### config.mk
export PLATFORM = sky130hd
export DESIGN_NAME = controlador_minado
export DESIGN_NICKNAME = d
export VERILOG_FILES = /design/src/rtl/controlador_minado.sv
export SDC_FILE = /design/constraint.sdc
export NUM_CORES = 1
export LEC_CHECK = 0
export CORE_AREA = 2 2 172 174
export CTS_CLUSTER_SIZE = 25
export DETAILED_ROUTE_END_ITERATION = 8
export DIE_AREA = 0 0 174 176
export PLACE_DENSITY = 0.76
export SLEW_MARGIN = 20
export SYNTH_ARGS = -nofsm -noshare
export SYNTH_HDL_FRONTEND = slang
export SYNTH_SLANG_ARGS = --single-unit
### constraint.sdc
create_clock -name clk -period 2.6 [get_ports clk]
set_input_delay 0.39 -clock clk [delete_from_list [all_inputs] [get_ports clk]]
set_output_delay 0.39 -clock clk [all_outputs]
set_load 0.01 [all_outputs]
### src/rtl/controlador_minado.sv
// Mining job controller: accepts a job, loads the parallel hash core, supervises the
// search with a cycle timeout and offers the result downstream over a valid/ready handshake.
module controlador_minado #(
  parameter int unsigned NUM_BLOQUES_PARALELOS = 4,
  parameter int unsigned MAX_CICLOS            = 1024
) (
  input  logic                                clk,
  input  logic                                reset_n,
  // Job intake
  input  logic                                trabajo_valido,
  output logic                                trabajo_listo,
  input  logic [95:0]                         trabajo_datos,
  input  logic [7:0]                          trabajo_target,
  input  logic [31:0]                         trabajo_nonce_base,
  // Hash core side
  output logic [95:0]                         bloque_datos,
  output logic [7:0]                          target,
  output logic [32*NUM_BLOQUES_PARALELOS-1:0] nonce_iniciales,
  output logic                                inicio,
  input  logic [23:0]                         bounty_out,
  input  logic                                terminado_out,
  // Result offer
  output logic                                resultado_valido,
  input  logic                                resultado_listo,
  output logic [23:0]                         resultado_bounty,
  output logic                                resultado_exito,
  output logic [15:0]                         resultado_ciclos
);

  localparam int unsigned NonceW      = 32 * NUM_BLOQUES_PARALELOS;
  localparam logic [15:0] UltimoCiclo = 16'(MAX_CICLOS);

  typedef enum logic [1:0] {
    StReposo,
    StCargar,
    StBuscar,
    StReportar
  } estado_e;

  estado_e             estado_q, estado_d;
  logic [95:0]         bloque_q, bloque_d;
  logic [7:0]          target_q, target_d;
  logic [NonceW-1:0]   nonces_q, nonces_d;
  logic [23:0]         bounty_q, bounty_d;
  logic                exito_q, exito_d;
  logic [15:0]         ciclos_q, ciclos_d;

  always_ff @(posedge clk or negedge reset_n) begin
    if (!reset_n) begin
      estado_q <= StReposo;
      bloque_q <= '0;
      target_q <= '0;
      nonces_q <= '0;
      bounty_q <= '0;
      exito_q  <= 1'b0;
      ciclos_q <= '0;
    end else begin
      estado_q <= estado_d;
      bloque_q <= bloque_d;
      target_q <= target_d;
      nonces_q <= nonces_d;
      bounty_q <= bounty_d;
      exito_q  <= exito_d;
      ciclos_q <= ciclos_d;
    end
  end

  always_comb begin
    estado_d = estado_q;
    bloque_d = bloque_q;
    target_d = target_q;
    nonces_d = nonces_q;
    bounty_d = bounty_q;
    exito_d  = exito_q;
    ciclos_d = ciclos_q;

    unique case (estado_q)
      StReposo: begin
        if (trabajo_valido && trabajo_listo) begin
          bloque_d = trabajo_datos;
          target_d = trabajo_target;
          for (int unsigned i = 0; i < NUM_BLOQUES_PARALELOS; i++) begin
            nonces_d[32*i +: 32] = trabajo_nonce_base + 32'(i);
          end
          estado_d = StCargar;
        end
      end
      StCargar: begin
        ciclos_d = '0;
        estado_d = StBuscar;
      end
      StBuscar: begin
        // ciclos_d counts the current cycle, so the reported value includes it
        ciclos_d = ciclos_q + 16'd1;
        if (terminado_out) begin
          bounty_d = bounty_out;
          exito_d  = 1'b1;
          estado_d = StReportar;
        end else if (ciclos_d == UltimoCiclo) begin
          bounty_d = '0;
          exito_d  = 1'b0;
          estado_d = StReportar;
        end
      end
      StReportar: begin
        if (resultado_listo) begin
          estado_d = StReposo;
        end
      end
      default: estado_d = StReposo;
    endcase
  end

  // Strobes are pure state decodes so reset clears them in the same cycle
  assign trabajo_listo    = (estado_q == StReposo);
  assign inicio           = (estado_q == StCargar);
  assign resultado_valido = (estado_q == StReportar);

  assign bloque_datos     = bloque_q;
  assign target           = target_q;
  assign nonce_iniciales  = nonces_q;
  assign resultado_bounty = bounty_q;
  assign resultado_exito  = exito_q;
  assign resultado_ciclos = ciclos_q;

endmodule

-- Word-level counts from Yosys, hierarchy flattened
Index checks and enable logic that the tools add are counted.
- flip-flop bits (word level): 275
- input port bits: 165
- output and inout bits: 276
- logic and storage cells: 35
- add/sub/neg operators: 4
- eq/ne operators: 7
- mux-type cells: 10
- reduce and logical (&&, ||, !) cells: 7
- operators with widths (cell ; count):
    32-bit by 2-bit adder with 32-bit output, second input constant ; 2
    24-bit two-way mux ; 2
    32-bit by 1-bit adder with 32-bit output, second input constant ; 1
    16-bit case mux with 2 select lines ; 1
    16-bit by 1-bit adder with 16-bit output, second input constant ; 1
    16-bit by 11-bit equality test with 1-bit output, second input constant ; 1
    2-bit two-way mux ; 4
    2-bit case mux with 4 select lines ; 1
    2-bit equality test, second input constant ; 2
    2-bit by 1-bit != test with 1-bit output, second input constant ; 2
    2-bit AND reduction ; 2
    2-bit nonzero test ; 2
    3-bit != test, second input constant ; 1
    3-bit AND reduction ; 1
    2-bit by 1-bit equality test with 1-bit output, second input constant ; 1
    2-bit logical NOT ; 1
    1-bit two-way mux ; 2
    1-bit logical AND ; 1

-- Longest topological paths before layout
Gate-level depths: netlist (run 1).
- depth in word-level cells: 5
- depth in mapped cells: 10
- gate-level depth less buffers: 9

-- Worst setup path before layout (run 1)
Ideal clock, no wire load.
- path type: register to register
- start point: reg ciclos_q[0] (netlist: resultado_ciclos[0])
- end point: reg bounty_q[10] (netlist: resultado_bounty[10])
- setup time: 0.121 ns
- arrival: 2.269 ns
- required time: 2.479 ns
- path slack: 0.210 ns
- cell stages (with the launch flop): 10
- buffers on the path: 1
- clock period less this slack: 2.390 ns
- path through: dfrtp_1 > ha_1 > or2_0 > a2111oi_0 > o211ai_1 > nor4_2 > and4_4 > o21ai_4 > buf_6 > a22o_1
- longest elaborated chain between the ends: 4
- RTL lines (item ; RTL line ; RTL):
    from (decl) ; 46 ; logic [15:0] ciclos_q, ciclos_d;
    from (signal assigned) ; 64 ; ciclos_q <= ciclos_d;
    16-bit by 1-bit adder with 16-bit output ; 94 ; ciclos_d = ciclos_q + 16'd1;
    16-bit by 11-bit equality test with 1-bit output ; 99 ; end else if (ciclos_d == UltimoCiclo) begin
    2-bit nonzero test (no line) ; - ;
    2-bit AND reduction (no line) ; - ;
    to (signal assigned) ; 62 ; bounty_q <= bounty_d;
    to (decl) ; 44 ; logic [23:0] bounty_q, bounty_d;
No other way between the ends.
A chain may end at the register's enable or synchronous reset.

-- Worst setup path after layout (run 1)
- start point: reg ciclos_q[1] (netlist: resultado_ciclos[1])
- end point: reg bounty_q[6] (netlist: resultado_bounty[6])
Same word-level chain as after synthesis.

==> qor.yml, run 1 <==
finalSetupViolCount: 0
grt_max_degree: 90
synth_area_um2: 12070
postCtsSetupBuffers: 0
top_layer: "met4"
die_h_um: 176
die_area_um2: 30620
tns_ns: 0
wl_um: 38060
cts_inserted_buffers: 30
drtPass1Iterations: 5
cp.arrival_ns: 2.90
power_density_nw_per_um2: 1145
dr_total_vias: 9864
synth_edf_count: 0
initial_utilization: 0.4228
crit_required_ns: 3.03
yosys_warnings: 0
start_kind: "flop"
rsz0062_at_grt: "no"
hpwl_um: 28560
gr-usage-all-layers: 0.2410
grt_pass1_vias: 10050
cts_tree: "done"
slowest_delay_ns: 0.38
status: "finished, final reports clean"
clock_path_buffers: 3
min_period_over_period: 0.9495
ys_async_sr_fraction: 1.000
synth_top_family_by_area: "multiplexers"
ant_nets: 0
worst_pin_slew_ns: 0.7937
endpoint_kind: "flop"
wl_per_cell_um: 19.56
slew_viol_final: 0
yosysUniqueCellTypes: 50
worstPathMaxFanout: 6
place_congestion: 0.9165
yosys_register_bits: 273
wl_met3_um: 3289
area_growth_pct: 52.84
clock_latency_ns: 0.55
yosys.area.top_type_share: 0.5660
synth_ff_type: "dfrtp_1"
coreArea_um2: 28550
netlist_instances: 1063
leakage_nw: 7.731
ir_worst_vdd_v: 0.0008923
drt_iter0_drc: 620
nFillCells: 2266
io_buffers: 440
synth.net_count: 1238
hold_class: "in2async"
cts_root_buf: "clkbuf_16"
clock_skew_ns: 0.006211
synth_xor_xnor_area_share: 0.06603
die_x_um: 174
synthMuxAreaShare: 0.1308
rrSetupSlack_ns: 0.13
max_slew_margin: 0.4709
critical_path.cell_chain: "ha_2 -> or2_1 -> a2111oi_2 -> o211ai_1 -> nor4_2 -> and4_4 -> o21ai_2 -> a22o_1"
grt_pass1_wl_um: 57900
fin_total_pwr_mw: 21.12
m1WireLength_um: 15010
avgSynthCellArea_um2: 11.35
fin_nets: 1713
final-hold-violation-count: 0
synth_most_common_cell: "dfrtp_1"
ys_top_cells_by_count: "dfrtp_1 (273), nand2_1 (153), mux2_2 (128)"
drv_cap: 0
cpMaxStageDelayCell: "dfrtp_1"
fp-row-count: 62
synth_simple_gate_area_frac: 0.1122
synth_compound_area_frac: 0.08085
ys_seq_area_frac: 0.5660
yosysTopAreaCell: "dfrtp_1"
synth_area_leaders: "dfrtp_1 (57%), mux2_2 (12%), nand2_1 (4.8%)"
htree_levels: 1
grt_antenna_before_repair: 1
wl_met2_um: 18290
cts.clk_slew.worst_paths_ns: 0.06
drc: 0
clock.fmax_mhz: 405.1
layout-drive-gt1-share: 0.1762
vias_per_cell: 5.069
num_io_pins: 441
synth-adder-area-share: 0.01037
numClockSinks: 273
period_needed_ns: 2.469
crit_type: "reg2reg"
gr-total-overflow: 0
==> registers in the layout, summed over array words and instances, names as in the netlist <==
signal / cells
resultado_ciclos: 16
bloque_datos: 96
nonce_iniciales: 126
resultado_bounty: 24
estado_q: 2
resultado_exito: 1
target: 8
==> routing by layer <==
metal | up-vias | global-route usage
li1 | 4578 | -
met1 | 4810 | 0.2872
met2 | 397 | 0.4102
met3 | 79 | 0.07666
met4 | 0 | 0.08999
met5 | - | 0
==> final timing paths <==
check | start | to | depth (start not counted)
worst max-delay path | resultado_ciclos[1] | resultado_bounty[6] | 8
worst min-delay path | reset_n | nonce_iniciales[14] | 2
worst max register to register | resultado_ciclos[1] | resultado_bounty[6] | 8
worst min register to register | nonce_iniciales[70] | nonce_iniciales[70] | 2
max in group asynchronous | reset_n | bloque_datos[25] | 3
min in group clk | trabajo_datos[52] | bloque_datos[52] | 2
==> final cells by class <==
cell class / instances / area (µm²) / area share
diodes: 1 / 2.502 / 0.0001356
clock buffers: 45 / 908.4 / 0.04924
clock inverters: 10 / 136.4 / 0.007393
inverters: 13 / 48.80 / 0.002645
multi-input cells: 697 / 4888 / 0.2650
flip-flops and latches: 273 / 6832 / 0.3703
well taps: 384 / 480.5 / 0.02604
repair buffers: 523 / 5151 / 0.2792
==> layout by cell type (no fill, tap or decap), drive strengths merged, types with 3 or more instances in the layout <==
| cell | n |
|---|---|
| mux2 | 134 |
| or2 | 5 |
| dfrtp | 273 |
| clkdlybuf4s50 | 439 |
| and2 | 9 |
| nand2 | 153 |
| nand3 | 26 |
| bufinv | 3 |
| nor2 | 42 |
| clkinv | 7 |
| and3 | 10 |
| a21oi | 6 |
| nor4 | 8 |
| mux2i | 7 |
| buf | 83 |
| and4 | 5 |
| nor2b | 3 |
| nor3 | 14 |
| nand4 | 12 |
| o21ai | 114 |
| inv | 13 |
| clkbuf | 45 |
| xor2 | 45 |
| a22o | 27 |
| o2bb2ai | 8 |
| ha | 10 |
| xnor2 | 46 |
==> repair_timing <==
item                                   CTS  global route
gates resized for setup                  0             7
setup endpoints to repair                0            24
hold buffers                             1             0
endpoints found under the hold margin   50             0
==> worst max-delay path, delay by kind of cell (launching register included) <==
family	cells	cell delay [ns]
flip-flops	1	0.38
adder cells (fa/ha/maj)	1	0.20
AND/OR/NAND/NOR	3	0.94
AO/OA/AOI/OAI	4	0.84
==> through the flow <==
step	instance area, µm²	utilization	setup slack (ns)	hold WS [ns]	cells
final	18450	0.6462	0.1314	0.3424	1946
after global routing	18450	0.6462	0.004901	0.3613	1946
after CTS	18390	0.6442	0.1247	0.3334	1942
after detailed placement	17340	0.6073	0.03177	0.3285	1886
after global placement	17340	0.6073	0.08636	0.3315	1886
after floorplan	12070	-	0.2104	0.09441	1063
==> where the power goes <==
part           internal (mW)  switching [mW]
logic                   5.33            3.96
registers               6.23            1.15
clock network           2.70            1.74
total                   14.3            6.86
==> cell families (layout without fill, tap and decap cells) <==
| family | count (synthesis) | after routing |
|---|---|---|
| buffers and inverters | 96 | 591 |
| AOI/OAI and AO/OA | 161 | 164 |
| muxes | 141 | 141 |
| DFF | 273 | 273 |
| and+or+nand+nor | 291 | 291 |
| other | 0 | 1 |
| xor gates and xnor gates | 91 | 91 |
| adders and majority gates | 10 | 10 |
Note: power is estimated with default switching activity, not from simulation.
==> inputs of run 2 (changes only) <==
--- a/config.mk
+++ b/config.mk
@@ -10,7 +10,6 @@
 export DETAILED_ROUTE_END_ITERATION = 8
 export DIE_AREA = 0 0 174 176
 export PLACE_DENSITY = 0.76
-export SLEW_MARGIN = 20
 export SYNTH_ARGS = -nofsm -noshare
 export SYNTH_HDL_FRONTEND = slang
 export SYNTH_SLANG_ARGS = --single-unit
==> results of run 2 <==
Same layout as run 1: the final DEF is identical, and so are final timing and power.
==> inputs of run 3 (changes only) <==
--- a/config.mk
+++ b/config.mk
@@ -5,11 +5,11 @@
 export SDC_FILE = /design/constraint.sdc
 export NUM_CORES = 1
 export LEC_CHECK = 0
-export CORE_AREA = 2 2 172 174
+export CORE_ASPECT_RATIO = 1.1
+export CORE_UTILIZATION = 35
 export CTS_CLUSTER_SIZE = 25
 export DETAILED_ROUTE_END_ITERATION = 8
-export DIE_AREA = 0 0 174 176
-export PLACE_DENSITY = 0.76
+export PLACE_DENSITY = 0.65
 export SYNTH_ARGS = -nofsm -noshare
 export SYNTH_HDL_FRONTEND = slang
 export SYNTH_SLANG_ARGS = --single-unit
==> qor.yml, run 3 (synthesis gave the netlist of run 1 again) <==
clock.fmax_mhz: 414.7
worst_pin_slew_ns: 0.7090
initial_utilization: 0.3589
hold_class: "in2async"
numClockSinks: 273
mostFrequentLayoutCells: "clkdlybuf4s50_1 (439), dfrtp_1 (273), nand2_1 (152)"
gr-usage-all-layers: 0.2140
cts.clk_slew.worst_paths_ns: 0.06
gr-usage-met2: 0.3519
status: "complete, but fails checks"
dp.cells: 1935
slew_viol_final: 0
period_needed_ns: 2.411
cts_root_buf: "clkbuf_16"
drc: 50
vias_per_cell: 4.883
place_congestion: 0.9586
wl_per_cell_um: 19.05
crit_type: "reg2reg"
num_io_pins: 441
cts_tree: "done"
grt_max_degree: 102
clock_skew_ns: 0.007700
grt_pass1_vias: 10130
ant_nets: 0
gr-total-overflow: 0
cp.arrival_ns: 2.79
clock_path_buffers: 3
gr-usage-met3: 0.07253
die_area_um2: 35230
min_period_over_period: 0.9274
crit_required_ns: 2.98
start_kind: "flop"
final-hold-violation-count: 0
tns_ns: 0
grt_antenna_before_repair: 2
met1_usage: 0.2617
fin_nets: 1716
drv_cap: 0
ir_worst_vdd_v: 0.0007401
wl_um: 38070
largest_reg_flops: 126
power_density_nw_per_um2: 1144
postCtsSetupBuffers: 0
leakage_nw: 7.772
grt_pass1_wl_um: 57860
cts_inserted_buffers: 34
rsz0062_at_grt: "no"
fin_cells: 1999
io_buffers: 440
dr_total_vias: 9762
hpwl_um: 28530
violations: "DRC"
worstPathMaxFanout: 12
die_x_um: 179.1
drtPass1Iterations: 8
layout-drive-gt1-share: 0.1770
layout_commonest_cell: "clkdlybuf4s50_1"
area_growth_pct: 53.75
finalSetupViolCount: 0
max_slew_margin: 0.5273
drt_iter0_drc: 517
clock_latency_ns: 0.50
fp-row-count: 70
die_h_um: 196.8
htree_levels: 2
grt-busiest-layer: "met2"
coreArea_um2: 33630
endpoint_kind: "flop"
## run 3: per-layer routing
metal / wire [µm] / share of wire / up-vias
met5: 0 / 0 / -
met4: 987 / 0.026 / 0
met3: 3930 / 0.10 / 55
met2: 18150 / 0.48 / 396
met1: 15000 / 0.39 / 4730
li1: - / - / 4581
## run 3: path summary, 6_finish.rpt
check | depth (start not counted) | to | slack, ns | startpoint
max in group asynchronous | 3 | bloque_datos[95] | 1.45 | reset_n
min in group clk | 2 | nonce_iniciales[72] | 0.48 | nonce_iniciales[72]
worst min-delay path | 2 | nonce_iniciales[14] | 0.41 | reset_n
worst min register to register | 2 | nonce_iniciales[72] | 0.48 | nonce_iniciales[72]
worst max register to register | 8 | resultado_bounty[14] | 0.19 | resultado_ciclos[0]
worst max-delay path | 8 | resultado_bounty[14] | 0.19 | resultado_ciclos[0]
## run 3: worst max-delay path, cell delays in order, from the launching register on
cell and delay, ns:
dfrtp_1 0.38, ha_1 0.20, or2_0 0.22, a2111oi_1 0.40, o211ai_1 0.18, nor4_2 0.19, and4_4 0.33, o21ai_4 0.14
a22o_1 0.25
## run 3: power breakdown
group          total (mW)  internal, mW  switching (mW)
Sequential           7.36          6.24            1.12
Clock                4.74          2.93            1.81
Combinational        9.14          5.25            3.89
## run 3: area by class of cell
type	count	area [µm²]
fillers	2942	15070
flip-flops and latches	273	6832
repair buffers	524	5142
multi-input cells	695	4856
clock buffers	48	1017
well taps	432	540.5
clock inverters	12	116.4
inverters	13	48.80
diodes	2	5.005
## run 3: repair_timing
item / in CTS / in global routing
hold buffers: 1 / 0
setup endpoints to repair: 0 / 11
resized for setup: 0 / 2
hold endpoints to repair: 42 / 0
## run 3: per-stage QoR
step	util	setup WS (ns)	hold slack [ns]	total power, mW	cell area (µm²)
6_report	0.5518	0.1887	0.4051	21.24	18560
5_1_grt	0.5518	0.05252	0.4265	22.50	18560
4_1_cts	0.5511	0.1383	0.4043	21.54	18540
3_5_place_dp	0.5171	0.04828	0.3431	16.63	17390
3_3_place_gp	0.5171	0.05934	0.3427	16.48	17390
2_1_floorplan	-	0.2104	0.09441	11.07	12070
==> variant, RTL diff (flow settings as in run 3) <==
The parameter `NUM_BLOQUES_PARALELOS` goes from 4 to 8.
--- a/src/rtl/controlador_minado.sv
+++ b/src/rtl/controlador_minado.sv
@@ -2,5 +2,5 @@
 // search with a cycle timeout and offers the result downstream over a valid/ready handshake.
 module controlador_minado #(
-  parameter int unsigned NUM_BLOQUES_PARALELOS = 4,
+  parameter int unsigned NUM_BLOQUES_PARALELOS = 8,
   parameter int unsigned MAX_CICLOS            = 1024
 ) (
Ports: changed (resized nonce_iniciales); port bits go from 441 to 569. No check against the original RTL was run, so the function may have changed too.
==> variant against run 3 <==
- cell area grew 48%
- sequential cell count grew 120
- routed wire length grew 87%
- total power grew 46%
- sequential share of layout area shrank 1.0 points
- synthesized cell count grew 91%
- area after synthesis grew 50%
- die area grew 49%
- setup slack lost 0.010 ns
- non-clock buffer count grew 260
- maximum frequency shrank 0.43%
==> variant: results (changes against run 3) <==
set qor(nMultiInputCombCells) 1472 ;# was 695
set qor(run_status) {completed} ;# was finished, violations left
set qor(grt_usage_pct) 26.5 ;# was 21.4%
set qor(wl_met3_mm) 4.87 ;# was 3.93 mm
set qor(commonest_cells_in_the_netlist) {sky130_fd_sc_hd__nand2_1 (729), sky130_fd_sc_hd__dfrtp_1 (393), sky130_fd_sc_hd__o21ai_0 (224), sky130_fd_sc_hd__xor2_1 (103), sky130_fd_sc_hd__xnor2_1 (100)} ;# was sky130_fd_sc_hd__dfrtp_1 (273), sky130_fd_sc_hd__nand2_1 (153), sky130_fd_sc_hd__mux2_2 (128), sky130_fd_sc_hd__clkbuf_1 (63)
set qor(grt_start_max_net_pins) 127 ;# was 102
set qor(placed_area_sq_um) 25700 ;# was 17400 sq um
set qor(cell_internal_pwr_mw) 19.8 ;# was 14.4 mW
set qor(num_vias) 16800 ;# was 9762
set qor(detailedPlace.worstSlack_ns) -0.206 ;# was 0.0483 ns
set qor(num-clock-buffers) 55 ;# was 48
set qor(post_drt_wl_per_cell_microns) 20.8 ;# was 19.0 microns
set qor(place.port_buffers) 568 ;# was 440
set qor(critical_path.slowest_cell) {sky130_fd_sc_hd__dfrtp_2} ;# was sky130_fd_sc_hd__a2111oi_1
set qor(synth.avg_cell_area_sq_um) 8.91 ;# was 11.4 sq um
set qor(yosysSeqAreaShare_pct) 54.4 ;# was 56.6%
set qor(grt_first_pass_wirelength_mm) 104 ;# was 57.9 mm
set qor(timing.slew.headroom_pct) 47.5 ;# was 52.7%
set qor(drt_iter0_markers) 931 ;# was 517
set qor(post_layout_nonfiller_instances) 3423 ;# was 1999
set qor(worst_ir_drop_vdd_mv) 0.927 ;# was 0.740 mV
set qor(leakagePower_nw) 12.1 ;# was 7.77 nW
set qor(synth_xor_area_share_pct) 9.83 ;# was 6.60%
set qor(antenna_found_initial) 3 ;# was 2
set qor(cts_made_buffers) 45 ;# was 34
set qor(detailroute.wirelength.met2_mm) 34.6 ;# was 18.2 mm
set qor(insertion_delay_ns) 0.60 ;# was 0.50 ns
[variant: logic make-up after synthesis]
group / after synthesis
adder cells (fa/ha/maj): 15
buffers and inverters: 166
flip-flops: 393
AND/OR/NAND/NOR: 954
AO/OA/AOI/OAI: 296
XOR/XNOR: 203
multiplexers: 3
[variant: timing repair]
item / 4_1_cts / 5_1_grt
pin swaps: 2 / 6
gates cloned: 1 / 0
setup buffers: 2 / 6
hold buffers: 1 / 0
resized for setup: 3 / 5
hold endpoints to repair: 50 / 0
endpoints found under the setup margin: 24 / 25
[variant: path summary, 6_finish.rpt]
path / from / end / slack (ns)
worst max-delay path: resultado_ciclos[1] / resultado_bounty[9] / 0.18
worst max register to register: resultado_ciclos[1] / resultado_bounty[9] / 0.18
min in group asynchronous: reset_n / nonce_iniciales[48] / 0.35
worst min-delay path: trabajo_target[4] / target[4] / 0.31
max in group asynchronous: reset_n / bloque_datos[26] / 1.44
worst min register to register: bloque_datos[64] / bloque_datos[64] / 0.47
